===== config.mk =====
export PLATFORM = sky130hd
export DESIGN_NAME = riscv_multicycle_ctrl
export DESIGN_NICKNAME = d
export VERILOG_FILES = /design/src/rtl/riscv_ctrl_pkg.sv /design/src/rtl/alu_op_decode.sv /design/src/rtl/riscv_multicycle_ctrl.sv
export SDC_FILE = /design/constraint.sdc
export NUM_CORES = 1
export LEC_CHECK = 0
export CORE_MARGIN = 1.5
export CORE_UTILIZATION = 30
export CTS_CLUSTER_SIZE = 16
export DETAILED_ROUTE_END_ITERATION = 7
export PLACE_DENSITY_LB_ADDON = 0.12
export SYNTH_ARGS = -nofsm -noshare
export SYNTH_HDL_FRONTEND = slang
export SYNTH_HIERARCHICAL = 1
export SYNTH_SLANG_ARGS = --single-unit

===== constraint.sdc =====
create_clock -name Clock -period 5.25 [get_ports Clock]
set_clock_uncertainty 0.05 [all_clocks]
set_input_delay 0.7875 -clock Clock [delete_from_list [all_inputs] [get_ports Clock]]
set_output_delay 0.7875 -clock Clock [all_outputs]
set_load 0.01 [all_outputs]

===== src/rtl/riscv_ctrl_pkg.sv =====
// riscv_ctrl_pkg: shared types and encodings for the multi-cycle RV64 control FSM.
package riscv_ctrl_pkg;

    localparam int unsigned TMO_W = 8;

    typedef enum logic [2:0] {
        FETCH,
        DECODE,
        EXEC,
        MEM,
        WB,
        BRANCH,
        TRAP
    } state_e;

    // ALU operation codes
    localparam logic [3:0] ALU_AND = 4'b0000;
    localparam logic [3:0] ALU_OR  = 4'b0001;
    localparam logic [3:0] ALU_ADD = 4'b0010;
    localparam logic [3:0] ALU_SUB = 4'b0110;
    localparam logic [3:0] ALU_NOR = 4'b1100;

    // ALU operand selects
    localparam logic [1:0] SRCA_PC    = 2'b00;
    localparam logic [1:0] SRCA_OLDPC = 2'b01;
    localparam logic [1:0] SRCA_RS1   = 2'b10;
    localparam logic [1:0] SRCB_RS2   = 2'b00;
    localparam logic [1:0] SRCB_FOUR  = 2'b01;
    localparam logic [1:0] SRCB_IMM   = 2'b10;

    // Opcode / funct encodings
    localparam logic [6:0] OPC_R  = 7'b0110011;
    localparam logic [6:0] OPC_I  = 7'b0010011;
    localparam logic [6:0] OPC_LD = 7'b0000011;
    localparam logic [6:0] OPC_SD = 7'b0100011;
    localparam logic [6:0] OPC_BR = 7'b1100011;

    localparam logic [2:0] F3_ADD = 3'b000;
    localparam logic [2:0] F3_AND = 3'b111;
    localparam logic [2:0] F3_OR  = 3'b110;
    localparam logic [2:0] F3_DW  = 3'b011;
    localparam logic [2:0] F3_BEQ = 3'b000;
    localparam logic [2:0] F3_BNE = 3'b001;

    localparam logic [6:0] F7_BASE = 7'b0000000;
    localparam logic [6:0] F7_ALT  = 7'b0100000;

    typedef enum logic [2:0] {
        CLS_R,
        CLS_I,
        CLS_LD,
        CLS_SD,
        CLS_BEQ,
        CLS_BNE,
        CLS_ILL
    } op_class_e;

    // Control strobes driven towards the datapath and memories
    typedef struct packed {
        logic       imem_req;
        logic       dmem_read;
        logic       dmem_write;
        logic [3:0] alu_op;
        logic [1:0] alu_src_a;
        logic [1:0] alu_src_b;
        logic       ir_write;
        logic       pc_write;
        logic       pc_src;
        logic       reg_write;
        logic       mem_to_reg;
        logic       instr_done;
        logic       trap;
    } ctrl_t;

    // Coarse instruction class used for DECODE dispatch and later phases
    function automatic op_class_e classify(input logic [6:0] opcode, input logic [2:0] funct3);
        op_class_e cls;
        cls = CLS_ILL;
        case (opcode)
            OPC_R:   cls = CLS_R;
            OPC_I:   cls = CLS_I;
            OPC_LD:  if (funct3 == F3_DW) cls = CLS_LD;
            OPC_SD:  if (funct3 == F3_DW) cls = CLS_SD;
            OPC_BR: begin
                if (funct3 == F3_BEQ)      cls = CLS_BEQ;
                else if (funct3 == F3_BNE) cls = CLS_BNE;
            end
            default: cls = CLS_ILL;
        endcase
        return cls;
    endfunction

endpackage


===== src/rtl/alu_op_decode.sv =====
// alu_op_decode: opcode/funct3/funct7 -> ALU operation for the EXEC phase, plus legality.
module alu_op_decode
    import riscv_ctrl_pkg::*;
(
    input  logic [6:0] opcode,
    input  logic [2:0] funct3,
    input  logic [6:0] funct7,
    output logic [3:0] alu_op_c,
    output logic       legal_c
);

    // Only add/sub/and/or (register and immediate forms) plus ld/sd address add are supported
    always_comb begin
        alu_op_c = ALU_ADD;
        legal_c  = 1'b0;
        case (opcode)
            OPC_R: begin
                case (funct3)
                    F3_ADD: begin
                        if (funct7 == F7_BASE) begin
                            alu_op_c = ALU_ADD;
                            legal_c  = 1'b1;
                        end else if (funct7 == F7_ALT) begin
                            alu_op_c = ALU_SUB;
                            legal_c  = 1'b1;
                        end
                    end
                    F3_AND: begin
                        alu_op_c = ALU_AND;
                        legal_c  = (funct7 == F7_BASE);
                    end
                    F3_OR: begin
                        alu_op_c = ALU_OR;
                        legal_c  = (funct7 == F7_BASE);
                    end
                    default: legal_c = 1'b0;
                endcase
            end
            OPC_I: begin
                // funct7 bits are immediate bits here and do not select the operation
                case (funct3)
                    F3_ADD: begin
                        alu_op_c = ALU_ADD;
                        legal_c  = 1'b1;
                    end
                    F3_AND: begin
                        alu_op_c = ALU_AND;
                        legal_c  = 1'b1;
                    end
                    F3_OR: begin
                        alu_op_c = ALU_OR;
                        legal_c  = 1'b1;
                    end
                    default: legal_c = 1'b0;
                endcase
            end
            OPC_LD, OPC_SD: begin
                alu_op_c = ALU_ADD;
                legal_c  = (funct3 == F3_DW);
            end
            default: legal_c = 1'b0;
        endcase
    end

endmodule


===== src/rtl/riscv_multicycle_ctrl.sv =====
// riscv_multicycle_ctrl: multi-cycle main control FSM (FETCH/DECODE/EXEC/MEM/WB/BRANCH/TRAP).
// Optional feature: define RISCV_CTRL_BNE_EN to accept bne; otherwise bne traps.
// A memory wait times out in the cycle the wait counter equals MEM_TIMEOUT, i.e. after
// MEM_TIMEOUT unanswered request cycles; the request is dropped in that cycle.
module riscv_multicycle_ctrl
    import riscv_ctrl_pkg::*;
#(
    parameter int unsigned MEM_TIMEOUT = 255
) (
    input  logic        Clock,
    input  logic        Reset,
    input  logic [31:0] Instruction,
    input  logic        Zero,
    input  logic        IMemReady,
    input  logic        DMemReady,
    output logic        IMemReq,
    output logic        DMemRead,
    output logic        DMemWrite,
    output logic [3:0]  ALUOp,
    output logic [1:0]  ALUSrcA,
    output logic [1:0]  ALUSrcB,
    output logic        IRWrite,
    output logic        PCWrite,
    output logic        PCSrc,
    output logic        RegWrite,
    output logic        MemToReg,
    output logic        InstrDone,
    output logic        Trap
);

    localparam logic [TMO_W-1:0] TMO_LIMIT = TMO_W'(MEM_TIMEOUT);
`ifdef RISCV_CTRL_BNE_EN
    localparam bit BNE_EN = 1'b1;
`else
    localparam bit BNE_EN = 1'b0;
`endif

    state_e           state;
    state_e           state_next;
    logic [TMO_W-1:0] tmo_cnt;
    logic             tmo_hit;
    logic             waiting;
    op_class_e        op_class;
    logic [3:0]       exec_alu_op;
    logic             exec_legal;
    logic             is_ld;
    ctrl_t            ctrl;
    ctrl_t            ctrl_out;
    logic [14:0]      unused_instr_bits;

    // Register/immediate fields are consumed by the datapath, not by control
    assign unused_instr_bits = {Instruction[24:15], Instruction[11:7]};

    assign op_class = classify(Instruction[6:0], Instruction[14:12]);
    assign is_ld    = (op_class == CLS_LD);
    assign tmo_hit  = (tmo_cnt == TMO_LIMIT);
    assign waiting  = ((state == FETCH) && !IMemReady) || ((state == MEM) && !DMemReady);

    alu_op_decode u_alu_op_decode (
        .opcode   (Instruction[6:0]),
        .funct3   (Instruction[14:12]),
        .funct7   (Instruction[31:25]),
        .alu_op_c (exec_alu_op),
        .legal_c  (exec_legal)
    );

    // State register
    always_ff @(posedge Clock) begin
        if (Reset) state <= FETCH;
        else       state <= state_next;
    end

    // Memory wait counter: restarts on every entry into FETCH or MEM
    always_ff @(posedge Clock) begin
        if (Reset) begin
            tmo_cnt <= '0;
        end else if ((state_next != state) && ((state_next == FETCH) || (state_next == MEM))) begin
            tmo_cnt <= '0;
        end else if (waiting) begin
            tmo_cnt <= tmo_cnt + TMO_W'(1);
        end
    end

    // Next-state and strobe decode from state, handshakes and Zero
    always_comb begin
        ctrl       = '0;
        state_next = state;
        case (state)
            FETCH: begin
                if (tmo_hit) begin
                    state_next = TRAP;
                end else begin
                    ctrl.imem_req = 1'b1;
                    if (IMemReady) begin
                        ctrl.ir_write  = 1'b1;
                        ctrl.pc_write  = 1'b1;
                        ctrl.pc_src    = 1'b0;
                        ctrl.alu_src_a = SRCA_PC;
                        ctrl.alu_src_b = SRCB_FOUR;
                        ctrl.alu_op    = ALU_ADD;
                        state_next     = DECODE;
                    end
                end
            end
            DECODE: begin
                // Branch target is formed here into ALUOut
                ctrl.alu_src_a = SRCA_OLDPC;
                ctrl.alu_src_b = SRCB_IMM;
                ctrl.alu_op    = ALU_ADD;
                case (op_class)
                    CLS_R, CLS_I, CLS_LD, CLS_SD: state_next = EXEC;
                    CLS_BEQ:                      state_next = BRANCH;
                    CLS_BNE:                      state_next = BNE_EN ? BRANCH : TRAP;
                    default:                      state_next = TRAP;
                endcase
            end
            EXEC: begin
                ctrl.alu_src_a = SRCA_RS1;
                ctrl.alu_src_b = (op_class == CLS_R) ? SRCB_RS2 : SRCB_IMM;
                ctrl.alu_op    = exec_alu_op;
                if (!exec_legal)                                    state_next = TRAP;
                else if ((op_class == CLS_LD) || (op_class == CLS_SD)) state_next = MEM;
                else                                                state_next = WB;
            end
            MEM: begin
                if (tmo_hit) begin
                    state_next = TRAP;
                end else begin
                    ctrl.dmem_read  = is_ld;
                    ctrl.dmem_write = !is_ld;
                    if (DMemReady) begin
                        if (is_ld) begin
                            state_next = WB;
                        end else begin
                            ctrl.instr_done = 1'b1;
                            state_next      = FETCH;
                        end
                    end
                end
            end
            WB: begin
                ctrl.reg_write  = 1'b1;
                ctrl.mem_to_reg = is_ld;
                ctrl.instr_done = 1'b1;
                state_next      = FETCH;
            end
            BRANCH: begin
                ctrl.alu_src_a  = SRCA_RS1;
                ctrl.alu_src_b  = SRCB_RS2;
                ctrl.alu_op     = ALU_SUB;
                ctrl.pc_src     = 1'b1;
                ctrl.pc_write   = (op_class == CLS_BNE) ? !Zero : Zero;
                ctrl.instr_done = 1'b1;
                state_next      = FETCH;
            end
            TRAP: begin
                ctrl.trap = 1'b1;
            end
            default: begin
                state_next = TRAP;
            end
        endcase
    end

    // Everything is silenced while Reset is high, including a request mid-MEM
    assign ctrl_out  = Reset ? '0 : ctrl;

    assign IMemReq   = ctrl_out.imem_req;
    assign DMemRead  = ctrl_out.dmem_read;
    assign DMemWrite = ctrl_out.dmem_write;
    assign ALUOp     = ctrl_out.alu_op;
    assign ALUSrcA   = ctrl_out.alu_src_a;
    assign ALUSrcB   = ctrl_out.alu_src_b;
    assign IRWrite   = ctrl_out.ir_write;
    assign PCWrite   = ctrl_out.pc_write;
    assign PCSrc     = ctrl_out.pc_src;
    assign RegWrite  = ctrl_out.reg_write;
    assign MemToReg  = ctrl_out.mem_to_reg;
    assign InstrDone = ctrl_out.instr_done;
    assign Trap      = ctrl_out.trap;

endmodule

==> results.cfg, run 1 <==
[clock_tree]
cts_buffer_depth = 2
post_cts_resize_count = 0
numCtsBuffers = 3
ctsHoldBuffers = 0
tritoncts = done
insertion_delay_ns = 0.24
cts_root_buf = clkbuf_8
cts_setup_buffers = 0
htreeDepth = 1
cts.sinks = 11
clk_pin_slew_ns = 0.05

[floorplan]
ios = 55
rows = 22
die_y_um = 64.1
die_area_mm2 = 0.00411
coreArea_mm2 = 0.00363
initial_utilization = 0.309
die_x_um = 64.1

[drt]
dr.pass1.iters = 4
wl_um = 3300
routedWlPerCell_um = 14.2
ant_nets = 0
num_vias = 1268
vias_per_cell = 5.44
drcViolationCount = 0
drt-initial-drc-count = 52

[final_layout]
final_common_cell = clkdlybuf4s50_1
drive_above_1_share = 0.0757
fin_area_mm2 = 0.00155
finish.utilization = 0.427
layout_common_cells = clkdlybuf4s50_1, nor2_1, a21oi_1
syn_to_final_growth_pct = 38.5
antenna_cells = 0
final_cells = 233
nets = 224

[synth]
syn-num-nets = 190
ys_types = 51
netlist_instances = 152
yosys_register_bits = 11
synth-edff-count = 0
synthArstFlopShare = 0
synth_area_mm2 = 0.00112
ys_seq_area_frac = 0.196
syn_avg_cell_area_um2 = 7.38
synthFlopType = dfxtp_1
yosys_warnings = 6

[sta]
whs_ns = 0.505
finalSetupTns_ns = 0
period_needed_ns = 3.86
tightest_slew_ns = 0.691
setup_viol = 0
fin_ws_ns = 1.39
rsz0062_at_grt = no
slew_headroom = 0.539
finalCritPeriodShare = 0.736
final_hold_viol_count = 0
maxSlewViolCount = 0
fmax_mhz = 259

[setup_path]
cp_common_cell = clkdlybuf4s50_1
crit_family = buffers and inverters
crit_chain = clkdlybuf4s50_1 -> nor4_1 -> nand2_1 -> nor3_1 -> a22oi_1 -> nor2_1 -> clkdlybuf4s50_1
cpPeakStageDelay_ns = 0.57
critPathKind = in2out
arrival_ns = 3.03
critPathLaunchType = input pin
path_max_fanout = 5
rrSetupSlack_ns = 3.21
path_buf_inv = 2
endpoint_kind = primary output
cpMaxStageDelayCell = clkdlybuf4s50_1
required_ns = 4.41

[global_route]
grt_max_degree = 21
grt_pass1_wl_um = 5240
gr-total-overflow = 0
grt_pass1_vias = 1162
grt_usage = 0.157
antenna_found_initial = 0

[power_and_ir_drop]
p_leak_nw = 0.513
pwr_density_cell_mw_per_mm2 = 197
finalPower_uw = 307
ir_drop_mv = 0.0629

[place]
dp.cells = 229
pre_cts_ws_ns = 1.42
io_buffer_count = 38
placed_area_mm2 = 0.00151
hpwl_um = 2450
gp_congestion = 0.797

[flow_run]
maxCapViolCount = 0

[hold_path]
hold_path_class = reg2reg

[outcome]
status = finished, final reports clean
[tightest hold or removal path, delay by kind of cell, from the launching register on]
kind | cells | cell delay (ns)
muxes | 1 | 0.13
AOI/OAI and AO/OA | 1 | 0.05
DFF | 1 | 0.32
[where the power goes]
group | leakage, nW | switching [mW] | internal [mW] | total [mW]
sequential | 0.0894 | 0.0189 | 0.0912 | 0.110
clock | 0.0228 | 0.0304 | 0.0532 | 0.0836
combinational | 0.401 | 0.0533 | 0.0597 | 0.113
total | 0.513 | 0.103 | 0.204 | 0.307
[per-layer routing]
layer	vias up	track usage	wire length [um]
met3	4	0.0176	137
met2	42	0.271	1540
met1	590	0.200	1580
met4	0	0.0559	42
li1	632	-	-
met5	-	0	0
[synth_stat cells (3+ instances only)]
cell,number,area share
nor3_1,7,0.031
a22oi_1,3,0.020
a21oi_2,3,0.023
xor2_1,5,0.039
a31oi_1,3,0.017
a21oi_1,13,0.058
nand4_1,6,0.033
and3_1,5,0.028
nor2b_1,3,0.017
nand2_1,10,0.033
nor4_1,4,0.022
dfxtp_1,11,0.20
nor3b_1,3,0.020
clkbuf_1,5,0.017
nand2b_1,4,0.022
nand3_1,9,0.040
nor2_1,15,0.050
xnor2_1,4,0.031
[cell type report]
cell class	instances	area [um^2]
Clock buffer	4	45.0
Fill cell	401	2080
Inverter	2	7.51
Multi-Input combinational cell	130	840
Sequential cell	11	220
Tap cell	48	60.1
Timing Repair Buffer	38	380
[final timing paths]
check,start,end,cells after the start
max,Instruction[6],ALUOp[2],7
min,tmo_cnt[1]$_SDFFE_PP0P_,tmo_cnt[1]$_SDFFE_PP0P_,2
max reg2reg,state[1]$_SDFF_PP0_,tmo_cnt[4]$_SDFFE_PP0P_,5
min reg2reg,tmo_cnt[1]$_SDFFE_PP0P_,tmo_cnt[1]$_SDFFE_PP0P_,2
[registers in the layout, indices dropped and copies added (netlist names)]
register  flops
state         3
tmo_cnt       8
[kinds of logic after synthesis]
kind of cell	share of synthesized area
fa+ha+maj	0.0112
mux	0.00893
simple gates	0.411
other cells	0.00335
flops	0.196
buf+inv	0.0547
xor+xnor	0.0703
compound gates	0.244
Note: power is estimated with default switching activity, not from simulation.
==> inputs of run 2 (changes only) <==
==> constraint.sdc (replaced) <==
create_clock -name Clock -period 3.7 [get_ports Clock]
set_clock_uncertainty 0.05 [all_clocks]
set_input_delay 0.555 -clock Clock [delete_from_list [all_inputs] [get_ports Clock]]
set_output_delay 0.555 -clock Clock [all_outputs]
set_load 0.01 [all_outputs]
==> run 2 against run 1 <==
Net effect:
- clock power is 42% higher
- sequential power is 43% higher
- core utilization is 0.41 points higher
- setup slack worse by 1.1 ns
- sequential cell count stayed put
- clock-buffer cell count stayed put
- register-to-register slack worse by 1.6 ns
- largest cell class unchanged
- die area stayed put
==> results.cfg, run 2 (synthesis results as in run 1) <==
[outcome]
status = finished, final reports clean

[sta]
finalSetupTns_ns = 0
fin_ws_ns = 0.238
whs_ns = 0.495
finalCritPeriodShare = 0.936
period_needed_ns = 3.46
rsz0062_at_grt = no
maxSlewViolCount = 0
setup_viol = 0
tightest_slew_ns = 0.717
final_hold_viol_count = 0
slew_headroom = 0.521
fmax_mhz = 289

[global_route]
gr-total-overflow = 0
grt_pass1_wl_um = 5620
grt_usage = 0.169
grt_pass1_vias = 1230
antenna_found_initial = 0
grt_max_degree = 21

[setup_path]
critPathKind = in2out
arrival_ns = 2.86
critPathLaunchType = input pin
critPathLaunch = Instruction[6]
r2r-start = state[1]$_SDFF_PP0_
path_max_fanout = 5
endpoint_kind = primary output
required_ns = 3.09

[drt]
drcViolationCount = 0
routedWlPerCell_um = 14.5
ant_nets = 0
drt-initial-drc-count = 95
num_vias = 1267
dr.pass1.iters = 4
vias_per_cell = 5.39
wl_um = 3410

[clock_tree]
cts_buffer_depth = 2
cts_root_buf = clkbuf_8
post_cts_resize_count = 0
cts.sinks = 11
htreeDepth = 1
clk_pin_slew_ns = 0.05
cts_setup_buffers = 0
tritoncts = done
numCtsBuffers = 3
ctsHoldBuffers = 0
insertion_delay_ns = 0.24

[place]
placed_area_mm2 = 0.00152
io_buffer_count = 38
gp_congestion = 0.795
dp.cells = 231
pre_cts_ws_ns = 0.302
hpwl_um = 2560

[final_layout]
finish.utilization = 0.431
reg.largest.list = tmo_cnt (8), state (3)
largest_reg_flops = 8
final_cells = 235
syn_to_final_growth_pct = 39.8
multi_input_area_um2 = 840
drive_above_1_share = 0.0856
regArea_um2 = 220
nets = 226
antenna_cells = 0
fin_area_mm2 = 0.00157
fillCellCount = 393
regMostFlops = tmo_cnt
final_common_cell = clkdlybuf4s50_1
layout_common_cells = clkdlybuf4s50_1, nor2_1, a21oi_1

[floorplan]
ios = 55
coreArea_mm2 = 0.00363
initial_utilization = 0.309
rows = 22
die_area_mm2 = 0.00411
die_y_um = 64.1
die_x_um = 64.1

[power_and_ir_drop]
ir_drop_mv = 0.102
finalPower_uw = 439
pwr_density_cell_mw_per_mm2 = 280
p_leak_nw = 0.524

[flow_run]
maxCapViolCount = 0

[hold_path]
min_from = tmo_cnt[1]$_SDFFE_PP0P_
hold_path_class = reg2reg
==> run 2: cell count changes in the layout (fill, tap and decap cells not counted) <==
cell	previous run	this run
buf_4	0	2
==> run 2: layout make-up <==
cell class,count,area share
sequential,11,0.140
tap,48,0.0383
multi-input combinational,130,0.536
clock buffer,4,0.0287
inverter,2,0.00479
timing repair buffer,40,0.252
==> run 2: where the power goes <==
group	total, mW	switching (mW)	internal [mW]
sequential	0.157	0.0276	0.129
combinational	0.163	0.0773	0.0855
clock	0.119	0.0436	0.0755
==> run 2: path summary, 6_finish.rpt <==
path	depth (start not counted)	end	slack (ns)
min	2	tmo_cnt[1]$_SDFFE_PP0P_	0.50
max reg2reg	5	tmo_cnt[0]$_SDFFE_PP0P_	1.64
min reg2reg	2	tmo_cnt[1]$_SDFFE_PP0P_	0.50
max	7	ALUOp[2]	0.24
==> run 2: layer usage <==
layer,GRT usage,vias to the layer above,part of all wire
met4,0.0559,0,0.011
li1,-,641,-
met1,0.225,581,0.47
met3,0.0211,4,0.055
met2,0.283,41,0.47
met5,0,-,0
==> run 2: worst max-delay path, cell delays in order <==
cell,delay (ns)
clkdlybuf4s50_1,0.53
nor4_1,0.60
nand2_1,0.15
nor3_1,0.22
a22oi_1,0.09
nor2_1,0.16
clkdlybuf4s50_1,0.56
